===== src/rtl/score_bcd.sv =====
// score_bcd: food-eaten score counter with sequential double-dabble BCD conversion.
// Define SCORE_SATURATE_EN to hold the score at SCORE_MAX instead of wrapping to 0.
module score_bcd #(
    parameter int SCORE_MAX = 99
) (
    input  logic       sys_clk,
    input  logic       sys_rst_n,
    input  logic       eat_in,
    input  logic       clear_signal,
    output logic [7:0] bcd_data,
    output logic       bcd_valid,
    output logic       busy
);
    typedef enum logic [1:0] {IDLE, CONV, DONE} state_t;
    state_t      r_state;
    logic        r_eat_d;
    logic        r_pend;
    logic [6:0]  r_score;
    logic [2:0]  r_cnt;
    logic [14:0] r_shift;
    logic        w_inc;
    logic        w_max;
    logic        w_bump;
    logic [14:0] w_adj;
    assign w_inc = eat_in & ~r_eat_d;
    assign w_max = r_score == 7'(SCORE_MAX);
`ifdef SCORE_SATURATE_EN
    assign w_bump = w_inc & ~w_max;
`else
    assign w_bump = w_inc;
`endif
    assign w_adj = {r_shift[14:11] >= 4'd5 ? r_shift[14:11] + 4'd3 : r_shift[14:11],
                    r_shift[10:7]  >= 4'd5 ? r_shift[10:7]  + 4'd3 : r_shift[10:7],
                    r_shift[6:0]};
    assign busy = r_state != IDLE;
    always_ff @(posedge sys_clk or negedge sys_rst_n) begin
        if (!sys_rst_n) begin
            r_state   <= IDLE;
            r_eat_d   <= 1'b0;
            r_pend    <= 1'b0;
            r_score   <= 7'd0;
            r_cnt     <= 3'd0;
            r_shift   <= 15'd0;
            bcd_data  <= 8'h00;
            bcd_valid <= 1'b0;
        end else begin
            r_eat_d   <= eat_in;
            bcd_valid <= 1'b0;
            if (clear_signal) begin
                // abort any conversion in flight; the cleared score is converted next
                r_score <= 7'd0;
                r_pend  <= 1'b1;
                r_state <= IDLE;
            end else begin
                if (w_bump) r_score <= w_max ? 7'd0 : r_score + 7'd1;
                r_pend <= w_bump | (r_pend & (r_state != IDLE));
                case (r_state)
                    IDLE: if (r_pend) begin
                        r_shift <= {8'h00, r_score};
                        r_cnt   <= 3'd0;
                        r_state <= CONV;
                    end
                    CONV: begin
                        r_shift <= {w_adj[13:0], 1'b0};
                        r_cnt   <= r_cnt + 3'd1;
                        if (r_cnt == 3'd6) r_state <= DONE;
                    end
                    DONE: begin
                        bcd_data  <= r_shift[14:7];
                        bcd_valid <= 1'b1;
                        r_state   <= IDLE;
                    end
                    default: r_state <= IDLE;
                endcase
            end
        end
    end
endmodule


===== config.mk =====
export PLATFORM = sky130hd
export DESIGN_NAME = score_bcd
export DESIGN_NICKNAME = d
export VERILOG_FILES = /design/src/rtl/score_bcd.sv
export SDC_FILE = /design/constraint.sdc
export NUM_CORES = 1
export LEC_CHECK = 0
export CAP_MARGIN = 20
export CORE_ASPECT_RATIO = 1.75
export CORE_MARGIN = 2
export CORE_UTILIZATION = 61
export DETAILED_ROUTE_END_ITERATION = 16
export PLACE_DENSITY_LB_ADDON = 0.3
export SLEW_MARGIN = 40
export SYNTH_ARGS = -nofsm -noshare
export SYNTH_HDL_FRONTEND = slang
export SYNTH_SLANG_ARGS = --single-unit

===== constraint.sdc =====
create_clock -name sys_clk -period 2.5 [get_ports sys_clk]
set_input_delay 0.5 -clock sys_clk [delete_from_list [all_inputs] [get_ports sys_clk]]
set_output_delay 0.5 -clock sys_clk [all_outputs]
set_load 0.05 [all_outputs]

# ---- Yosys cells after proc, flatten, opt, wreduce, memory -nomap -nowiden
# Cells that the tools add are included.
dict set report classes {
  n_mul 0
  n_mux 16
  reduce_logical 7
  div_mod_pow 0
  order_cmp 2
  shift 0
  n_bitwise 5
  n_addsub 4
  eq_ne 7
}
# op count
set op_table {}
lappend op_table {{15-bit case mux with 2 select lines} 1}
lappend op_table {{7-bit 2-to-1 mux} 3}
lappend op_table {{15-bit 2-to-1 mux} 1}
lappend op_table {{4-bit by 3-bit >= comparator with 1-bit output, second input constant} 2}
lappend op_table {{7-bit by 1-bit adder with 7-bit output, second input constant} 1}
lappend op_table {{7-bit equality test, second input constant} 1}
lappend op_table {{2-bit 2-to-1 mux} 3}
lappend op_table {{3-bit 2-to-1 mux} 2}
lappend op_table {{3-bit inequality test, second input constant} 2}
lappend op_table {{3-bit case mux with 2 select lines} 1}
lappend op_table {{2-bit nonzero test} 3}
lappend op_table {{4-bit by 2-bit adder with 4-bit output, second input constant} 1}
lappend op_table {{4-bit 2-to-1 mux} 1}
lappend op_table {{2-bit case mux with 2 select lines} 1}
lappend op_table {{2-bit AND reduction} 2}
lappend op_table {{3-bit by 1-bit adder with 3-bit output, second input constant} 1}
lappend op_table {{3-bit by 2-bit adder with 3-bit output, second input constant} 1}
lappend op_table {{3-bit equality test, second input constant} 1}
lappend op_table {{1-bit 2-to-1 mux} 3}
lappend op_table {{3-bit AND reduction} 1}
lappend op_table {{1-bit bitwise AND} 2}
lappend op_table {{2-bit by 1-bit equality test with 1-bit output, second input constant} 1}
lappend op_table {{2-bit equality test, second input constant} 1}
lappend op_table {{2-bit logical NOT} 1}
lappend op_table {{other kinds (3)} 4}
dict set report word_totals {
  reg_bits 38
  latch_bits 0
  ram_bits 0
  mem_count 0
  romBits 0
  input_bits 4
  out_inout_bits 10
  wordCells 49
}

# ---- Logic depth before layout (Yosys ltp)
# Gate-level depths: netlist of run 1.
dict set report depth {
  ltp_word 4
  depth_mapped 6
}

# ---- Worst setup path before layout of run 1
# No wires, ideal clock.
dict set report synth_timing {
  path_kind {reg2reg}
  from {register r_state[0]}
  to {register r_shift[2]}
  synth_period_minus_slack_ns 1.457
  t_arrival_ns 1.330
  path_buffers 0
  setup_slack_ns 1.043
  setup_time_ns 0.127
  t_required_ns 2.373
  stages_incl_launch_ff 5
  cell_sequence {dfrtp_1 > or2_1 > nor3b_4 > a222oi_1 > inv_1}
}
dict set report synth_between {
  elab_chain_cells 3
  elab_cells_between_ends 6
}
# item line
set synth_rtl {}
lappend synth_rtl {{from (decl)} 15} ;# state_t r_state;
lappend synth_rtl {{from (signal assigned)} 38} ;# r_state <= IDLE;
lappend synth_rtl {{from (signal assigned)} 53} ;# r_state <= IDLE;
lappend synth_rtl {{from (signal assigned)} 61} ;# r_state <= CONV;
lappend synth_rtl {{2-bit by 1-bit equality test with 1-bit output or 2-bit logical NOT (tied branches)} 57} ;# case (r_state)
lappend synth_rtl {{2-bit nonzero test (no line) or 2-bit inequality test (tied branches)} --}
lappend synth_rtl {{3-bit AND reduction (no line)} --}
lappend synth_rtl {{to (signal assigned)} 59} ;# r_shift <= {8'h00, r_score};
lappend synth_rtl {{to (signal assigned)} 64} ;# r_shift <= {w_adj[13:0], 1'b0};
lappend synth_rtl {{to (decl)} 20} ;# logic [14:0] r_shift;
# Parallel ways exist; a longest one is shown, timed or not.
# A chain may end at the register's enable or synchronous reset.

# ---- Worst setup path in the final report of run 1
dict set report layout_timing {
  from {register r_state[0]}
  to {output port busy}
}
dict set report layout_between {
  elab_chain_cells 1
}
# item line
set layout_rtl {}
lappend layout_rtl {{2-bit nonzero test} 35} ;# assign busy = r_state != IDLE;
lappend layout_rtl {{to (decl)} 12} ;# output logic busy
# No other way between the ends.

==> results of run 1 <==
==> routing by layer <==
metal  share of wire (%)  wire length (µm)  vias to the layer above  global-route usage, %
li1                    -                 -                      597                      -
met1                  37              1273                      628                  24.64
met2                  57              1978                       39                  43.16
met3                 3.8               132                        8                  5.516
met4                 2.1                71                        0                  12.12
met5                   0                 0                        -                      0
==> kinds of logic (layout without fill, tap and decap cells) <==
| logic type | after synthesis | in the layout | synth area share (%) |
|---|---|---|---|
| compound gates | 36 | 36 | 13.74 |
| xor+xnor | 5 | 5 | 2.479 |
| fa+ha+maj | 7 | 7 | 4.957 |
| buf+inv | 14 | 34 | 4.036 |
| flops | 38 | 38 | 53.82 |
| mux | 10 | 10 | 6.233 |
| simple gates | 47 | 47 | 14.73 |
==> through the flow <==
step / std cells / hold slack, ns
final: 204 / 0.5058
after CTS: 204 / 0.5115
after floorplan: 157 / 0.2044
after detailed placement: 196 / 0.4924
after global placement: 196 / 0.4715
after global routing: 204 / 0.5294
==> cell usage in the layout (no fill, tap or decap), drive strengths merged, types with 2 or more instances in the layout <==
cell	netlist	final
clkbuf	0	7
nor2b	2	2
nand2	17	17
nand2b	4	4
a21oi	9	9
a222oi	4	4
o311ai	2	2
nand3	7	7
xor2	3	3
mux2i	2	2
ha	7	7
nor3b	2	2
mux2	8	8
xnor2	2	2
buf	5	4
o211ai	2	2
clkdlybuf4s50	0	13
a22o	3	3
nor2	7	7
dfrtp	38	38
inv	9	9
o21ai	10	10
==> final cells by class <==
type / count / share of cell area [%]
flip-flops and latches: 38 / 47.21
multi-input cells: 105 / 36.96
repair buffers: 17 / 7.950
clock buffers: 7 / 4.286
inverters: 9 / 1.677
well taps: 27 / 1.677
clock inverters: 1 / 0.2484
==> power by group through the flow <==
stage	logic, mW	registers [mW]	clock network (mW)
3_3_place_gp	0.0858	0.659	0
2_1_floorplan	0.0589	0.656	0
4_1_cts	0.0923	0.649	0.431
5_1_grt	0.104	0.651	0.448
6_report	0.0909	0.649	0.423
3_5_place_dp	0.0913	0.661	0
==> critical path, cell delays in order (launching register included) <==
cell and delay (ns):
sky130_fd_sc_hd__dfrtp_1 0.47, sky130_fd_sc_hd__or2_1 0.24, sky130_fd_sc_hd__clkdlybuf4s50_1 0.83
==> how the worst max path moves through the flow <==
stage | slack [ns] | from | to | cells past startpoint
floorplan | 1.04 | r_state[0]$_DFFE_PN0P_ | r_shift[2]$_DFFE_PN0P_ | 4
global placement | 0.47 | clear_signal | r_shift[2]$_DFFE_PN0P_ | 6
detailed placement | 0.38 | clear_signal | r_shift[1]$_DFFE_PN0P_ | 6
CTS | 0.15 | r_state[0]$_DFFE_PN0P_ | busy | 2
global route | 0.10 | r_state[0]$_DFFE_PN0P_ | busy | 2
finish | 0.16 | r_state[0]$_DFFE_PN0P_ | busy | 2
==> registers in the layout (all words and copies together), names as in the netlist <==
register,flops
r_score,7
bcd_data,8
bcd_valid,1
r_pend,1
r_eat_d,1
r_shift,15
r_cnt,3
r_state,2
==> summary by stage, run 1 <==
Layout
The fraction of the core area covered by cells at the end of the flow is 74.02%. After filler insertion, the fill cell instance count of the layout stands at 178. The flip-flop and latch area is 950.9 µm².

The net count reported at finish is 187. The layout cell share with drive strength beyond 1 is 12.43%. From synthesis to final layout, the design area changed by 14.02%. The cell area after layout is 2014 µm². The diode insertion count for antenna repair is 0.

Summing all multi-input logic gate instances after layout gives 744.5 µm².

Hold path
The critical hold path startpoint is r_shift[6]$_DFFE_PN0P_. The destination of the worst hold path is r_shift[6]$_DFFE_PN0P_. The worst hold path belongs to the class reg2reg.

The worst hold path passes through 2 cells.

Timing
The share of the clock period used by the worst path is 93.55%. The count of pins over their slew limit came to 0. The final total negative setup slack is 0 ns.

Setup repair after global routing left no endpoint under its margin. The slack of the critical path is 0.1613 ns. The peak clock frequency supported by timing is 427.6 MHz. In this run the tightest slew margin relative to its limit is 60.29%. For the final database, setup skew stands at 0.002571 ns. The count of endpoints failing hold in the final timing report is 0. Setup violations remaining at the end of the flow were counted as 0. The transition time at the pin with the least slew margin is 0.5916 ns.

Counting I/O delays and the setup requirement, the final critical path takes 2.339 ns.

Yosys
The number of instances in the synthesized netlist is 157. The sequential-to-total area share from yosys stat is 53.82%. The fraction of registers with async set/reset is 100.0%. For this run, the leading register cell type out of synthesis is sky130_fd_sc_hd__dfrtp_1. After synthesis, the mean cell area works out to 11.25 µm².

In the post-synthesis netlist, the biggest area contributors are sky130_fd_sc_hd__dfrtp_1, sky130_fd_sc_hd__mux2_2, sky130_fd_sc_hd__ha_1. By count the netlist is led by sky130_fd_sc_hd__dfrtp_1, sky130_fd_sc_hd__nand2_1, sky130_fd_sc_hd__a21oi_1, sky130_fd_sc_hd__inv_1. The warning count from the yosys run is 0.

Yosys mapped a number of flops with a built-in enable equal to 0. The synthesis-stage register bit count is 38. The largest total area in the synthesized netlist belongs to sky130_fd_sc_hd__dfrtp_1. The synthesized netlist occupies a cell area of 1767 µm². In the post-synthesis netlist, the cell with the most instances is sky130_fd_sc_hd__dfrtp_1. The area share of the leading cell type in the synthesized netlist is 53.82%. Counting every net in the synthesized netlist gives 168. Counting distinct cell types in the post-synthesis netlist gives 37.

Floorplanning
The die covers 3359 µm². The x dimension of the die is 44.68 µm. Row generation in the floorplan step produced 25 rows. The I/O pin total is 14. The initial core utilization is 64.92%. The overall die height is 75.19 µm. In this run the standard cell core region covers 2721 µm².

Power
IR analysis of the VDD net gives a maximum drop of 0.0003678 V. The share of total power in combinational logic is 7.8%. Summed over all cells, the static leakage comes to 0.9505 nW. The completed layout was analyzed and its total power is 1.163 mW. Sequential cells burn 55.8% of the power. The share of total power consumed by net switching is 23.67%. The internal portion of the total power is 887.9 µW. The net switching power figure is 275.3 µW. The clock share of power is 36.4%. Power spread over the standard cell area amounts to 577.4 nW/µm².

Global routing
The via count of the first global-routing pass is 1333. The overall routing resource usage is 23.81%. Entering global routing, the biggest net connects 39 pins. The first-pass GRT wire length is 5789 µm.

The initial antenna violation count is 0. The overflow left after global routing is 0.

Clock tree
The number of buffers inserted by hold repair at cts is 0. The cell chosen for the clock root is sky130_fd_sc_hd__clkbuf_8. The number of setup buffers added after CTS is 0. In this run, post-CTS repair resized a total of 0 instances.

TritonCTS created 5 clock buffers. The clock network latency to the later pin of the worst-skew pair is 0.29 ns. After clock tree synthesis, the clock-pin slew on the worst setup and hold paths is 0.07 ns.

The number of sinks handled by clock tree synthesis is 38. The deepest level of the CTS H-tree is 2. TritonCTS built the clock tree.

The maximum clock path buffer count is 2.

Route
Using the TritonRoute via totals, the vias-per-cell ratio works out to 6.235. The number of remaining DRC errors is 0. The remaining antenna violation count is 0. The number of vias after detailed routing is 1272. The mean routed wirelength per cell is 16.94 µm. The detailed-routing iteration count for the pre-antenna-repair pass is 4. The routed wire length is 3456 µm.

For this block, the initial DRC count from the detailed router was 48.

Placement
Summed over all nets, the half-perimeter wirelength after detailed placement is 2468 µm. The placed instances occupy a cell area of 1923 µm². At the placement stage, the worst setup path has a slack of 0.3777 ns. The routability congestion estimate is 0.8038. The total of buffers placed on input and output ports is 13.

Worst setup path
The number of cell instances on the worst register-to-register path is 5. The endpoint identified for the worst register-to-register timing path is r_shift[1]$_DFFE_PN0P_. The sort of element at the end of the critical path is an output port.

The critical path is of the reg2out type. The worst register-to-register path begins at r_state[1]$_DFFE_PN0P_. The critical path required time is 2.00 ns.

The worst setup path is launched from a register. The maximum fanout count along the critical path is 7. The setup check on the worst reg-to-reg path leaves a slack of 0.86 ns. The endpoint arrival time on the critical path is 1.84 ns.

Status
The flow ran to the end, and the final reports show no timing, DRC or antenna violations.

Run
The number of max-cap violations is 0.
Note: power is estimated with default switching activity, not from simulation.
==> run 2: changes to the inputs <==
CTS_CLUSTER_DIAMETER = 40   (was unset)
GPL_ROUTABILITY_DRIVEN = 1   (was unset)
==> results of run 2 <==
The final DEF is identical to that of run 1; final timing and power are the same.
==> run 3: changes to the inputs <==
CORE_UTILIZATION = 57   (was 61)
clock period = 2.6 ns   (was 2.5 ns; I/O delays follow)
==> summary by stage, run 3 (synthesized netlist as in run 1, its figures left out) <==
Timing
The shortest period the worst path allows is 2.319 ns. Setup violations remaining at the end of the flow were counted as 0. At the pin with the least slew margin, the transition time is 0.5799 ns. The count of pins over their slew limit is 0. Setup repair after global routing left no endpoint under its margin. The final total negative setup slack is 0 ns.

For the final database, setup skew stands at 0.005699 ns. The count of endpoints failing hold in the final timing report was 0. The share of the clock period used by the worst path is 89.20%.

The worst relative slew slack is 61.08%. Timing would allow up to 431.2 MHz.

Worst setup path
The path type of the worst setup path is reg2out. The endpoint arrival time on the critical path is 1.80 ns. The worst setup path is launched from a register. The worst-path cell with the longest stage delay is sky130_fd_sc_hd__clkdlybuf4s50_1.

The number of buffers and inverters on the critical path is 1. The sort of element at the end of the critical path is an output port. The maximum fanout count along the critical path is 7.

The largest incremental delay on the critical path is 0.83 ns. The family with the most delay on the worst path is buffers and inverters. The signal on the critical path passes through or2_1 -> clkdlybuf4s50_1.

The critical path required time is 2.08 ns.

Layout
Ranked by flip-flop count, first place goes to r_shift. The non-filler instance count after layout is 204. Relative to the synthesized area, the layout overhead comes to 14.38%.

The largest registers in the layout are r_shift (15), bcd_data (8), r_score (7). After the last flow step, the layout net total stands at 186. In the layout the commonest cells are sky130_fd_sc_hd__dfrtp_1, sky130_fd_sc_hd__nand2_1, sky130_fd_sc_hd__clkdlybuf4s50_1. Summing all non-filler instances in the final layout gives an area of 2021 µm². The diode insertion count for antenna repair is 0. The number of flip-flops in the largest register is 15. The leading cell type in the layout, fill and taps excluded is sky130_fd_sc_hd__dfrtp_1. Cells with a size suffix above 1 make up 11.93% of the layout.

Placement
The total of buffers placed on input and output ports is 13. The congestion estimate from routability-driven global placement came to 0.7811. The instance area at placement is 1912 µm². The placed wire-length estimate after detailed placement is 2347 µm. The number of placed instances with taps included is 196.

Route
In this run, the number of DRC markers left after iteration 0 of detailed routing was 28. The number of remaining DRC errors is 0. Dividing the detail-routed wire length by the instance count gives 15.84 µm.

The remaining antenna violation count is 0. The detailed-routing iteration count for the pre-antenna-repair pass is 6. The number of vias after detailed routing is 1236.

In the routed layout, each cell is associated on average with a via count of 6.059. For this block, the routed nets add up to 3231 µm of wire.

Power
Summed over all cells, the static leakage comes to 0.9508 nW. The power per cell area is 590.2 nW/µm². IR analysis of the VDD net gives a maximum drop of 0.0004367 V. Summing internal, switching and leakage power gives 1.193 mW.

Floorplanning
Row generation in the floorplan step produced 26 rows. Measured along the x axis, the die boundary spans 46.09 µm. In this run the standard cell core region covers 2928 µm². The I/O pin total is 14. From bottom edge to top edge, the die measures 77.65 µm. The area of the die is 3578 µm². The initial core utilization is 60.34%.

Clock tree
In this run the post-CTS setup repair buffer count came out at 0. The deepest level of the CTS H-tree is 2. After clock tree synthesis, the flow added hold-fix buffers numbering 0.

The cell chosen for the clock root is sky130_fd_sc_hd__clkbuf_8. The number of clock buffers inserted by TritonCTS is 5. The clock network latency to the later pin of the worst-skew pair is 0.29 ns. The maximum clock path buffer count is 2. The clock input transition at the sequential cells of the worst setup and hold paths is 0.07 ns.

Gates resized during post-CTS repair numbered 0. CTS saw 38 sinks. The clock tree from TritonCTS is done.

Run
Across the run, the number of max-cap violations was 0.

Global routing
The pin count of the biggest net entering global routing is 39. The total overflow left after global routing is 0. The first-pass GRT wire length is 5720 µm. The overall routing resource usage is 21.89%. The via count of the first global-routing pass is 1336. The initial antenna violation count is 0.

Hold path
The tightest min-delay check is of the in2async type.

Status
The flow ran to the end, and the final reports show no timing, DRC or antenna violations.
run 3: changes by cell type in the layout (fill, tap and decap cells not counted), sizes merged:
cell	before	now
clkdlybuf4s50	13	12
bufinv	0	1
clkinv	1	0
run 3: report_power, final:
group          internal [mW]  switching (mW)
Clock                  0.287           0.196
Sequential             0.608          0.0169
Combinational         0.0308          0.0545
run 3: final timing paths:
kind,from,to,slack [ns],depth (start not counted)
max in group asynchronous,sys_rst_n,r_shift[6]$_DFFE_PN0P_,2.09,1
min,sys_rst_n,r_shift[12]$_DFFE_PN0P_,0.18,1
max,r_state[0]$_DFFE_PN0P_,busy,0.28,2
max reg2reg,r_state[1]$_DFFE_PN0P_,r_shift[3]$_DFFE_PN0P_,0.97,5
min in group sys_clk,r_shift[5]$_DFFE_PN0P_,r_shift[5]$_DFFE_PN0P_,0.49,2
min reg2reg,r_shift[5]$_DFFE_PN0P_,r_shift[5]$_DFFE_PN0P_,0.49,2
run 3: worst reg2reg max path, stage by stage (launching register included):
cell and delay (ns):
sky130_fd_sc_hd__dfrtp_1 0.44, sky130_fd_sc_hd__nor2_1 0.21, sky130_fd_sc_hd__o21ai_1 0.25, sky130_fd_sc_hd__buf_4 0.27, sky130_fd_sc_hd__a222oi_1 0.27, sky130_fd_sc_hd__inv_1 0.07
run 3: area by class of cell:
type | instances | area, µm²
fillers | 215 | 907.1
flip-flops and latches | 38 | 950.9
clock inverters | 1 | 30.03
clock buffers | 7 | 76.32
repair buffers | 16 | 150.1
well taps | 28 | 35.03
multi-input cells | 105 | 744.5
inverters | 9 | 33.78
run 3: per-stage QoR:
step | utilization, % | setup slack (ns) | hold slack (ns)
6_report | 69.02 | 0.2808 | 0.1790
5_1_grt | 69.02 | 0.2064 | 0.2175
2_1_floorplan | - | 1.143 | 0.2244
3_5_place_dp | 65.30 | 0.4667 | 0.4811
3_3_place_gp | 65.30 | 0.4784 | 0.4677
4_1_cts | 68.93 | 0.2802 | 0.3377
run 3: routing by layer:
metal,track usage (%),part of all wire [%],vias to the layer above
li1,-,-,592
met1,23.51,37,610
met2,35.83,57,26
met3,5.349,3.0,8
met4,14.00,2.8,0
met5,0,0,-
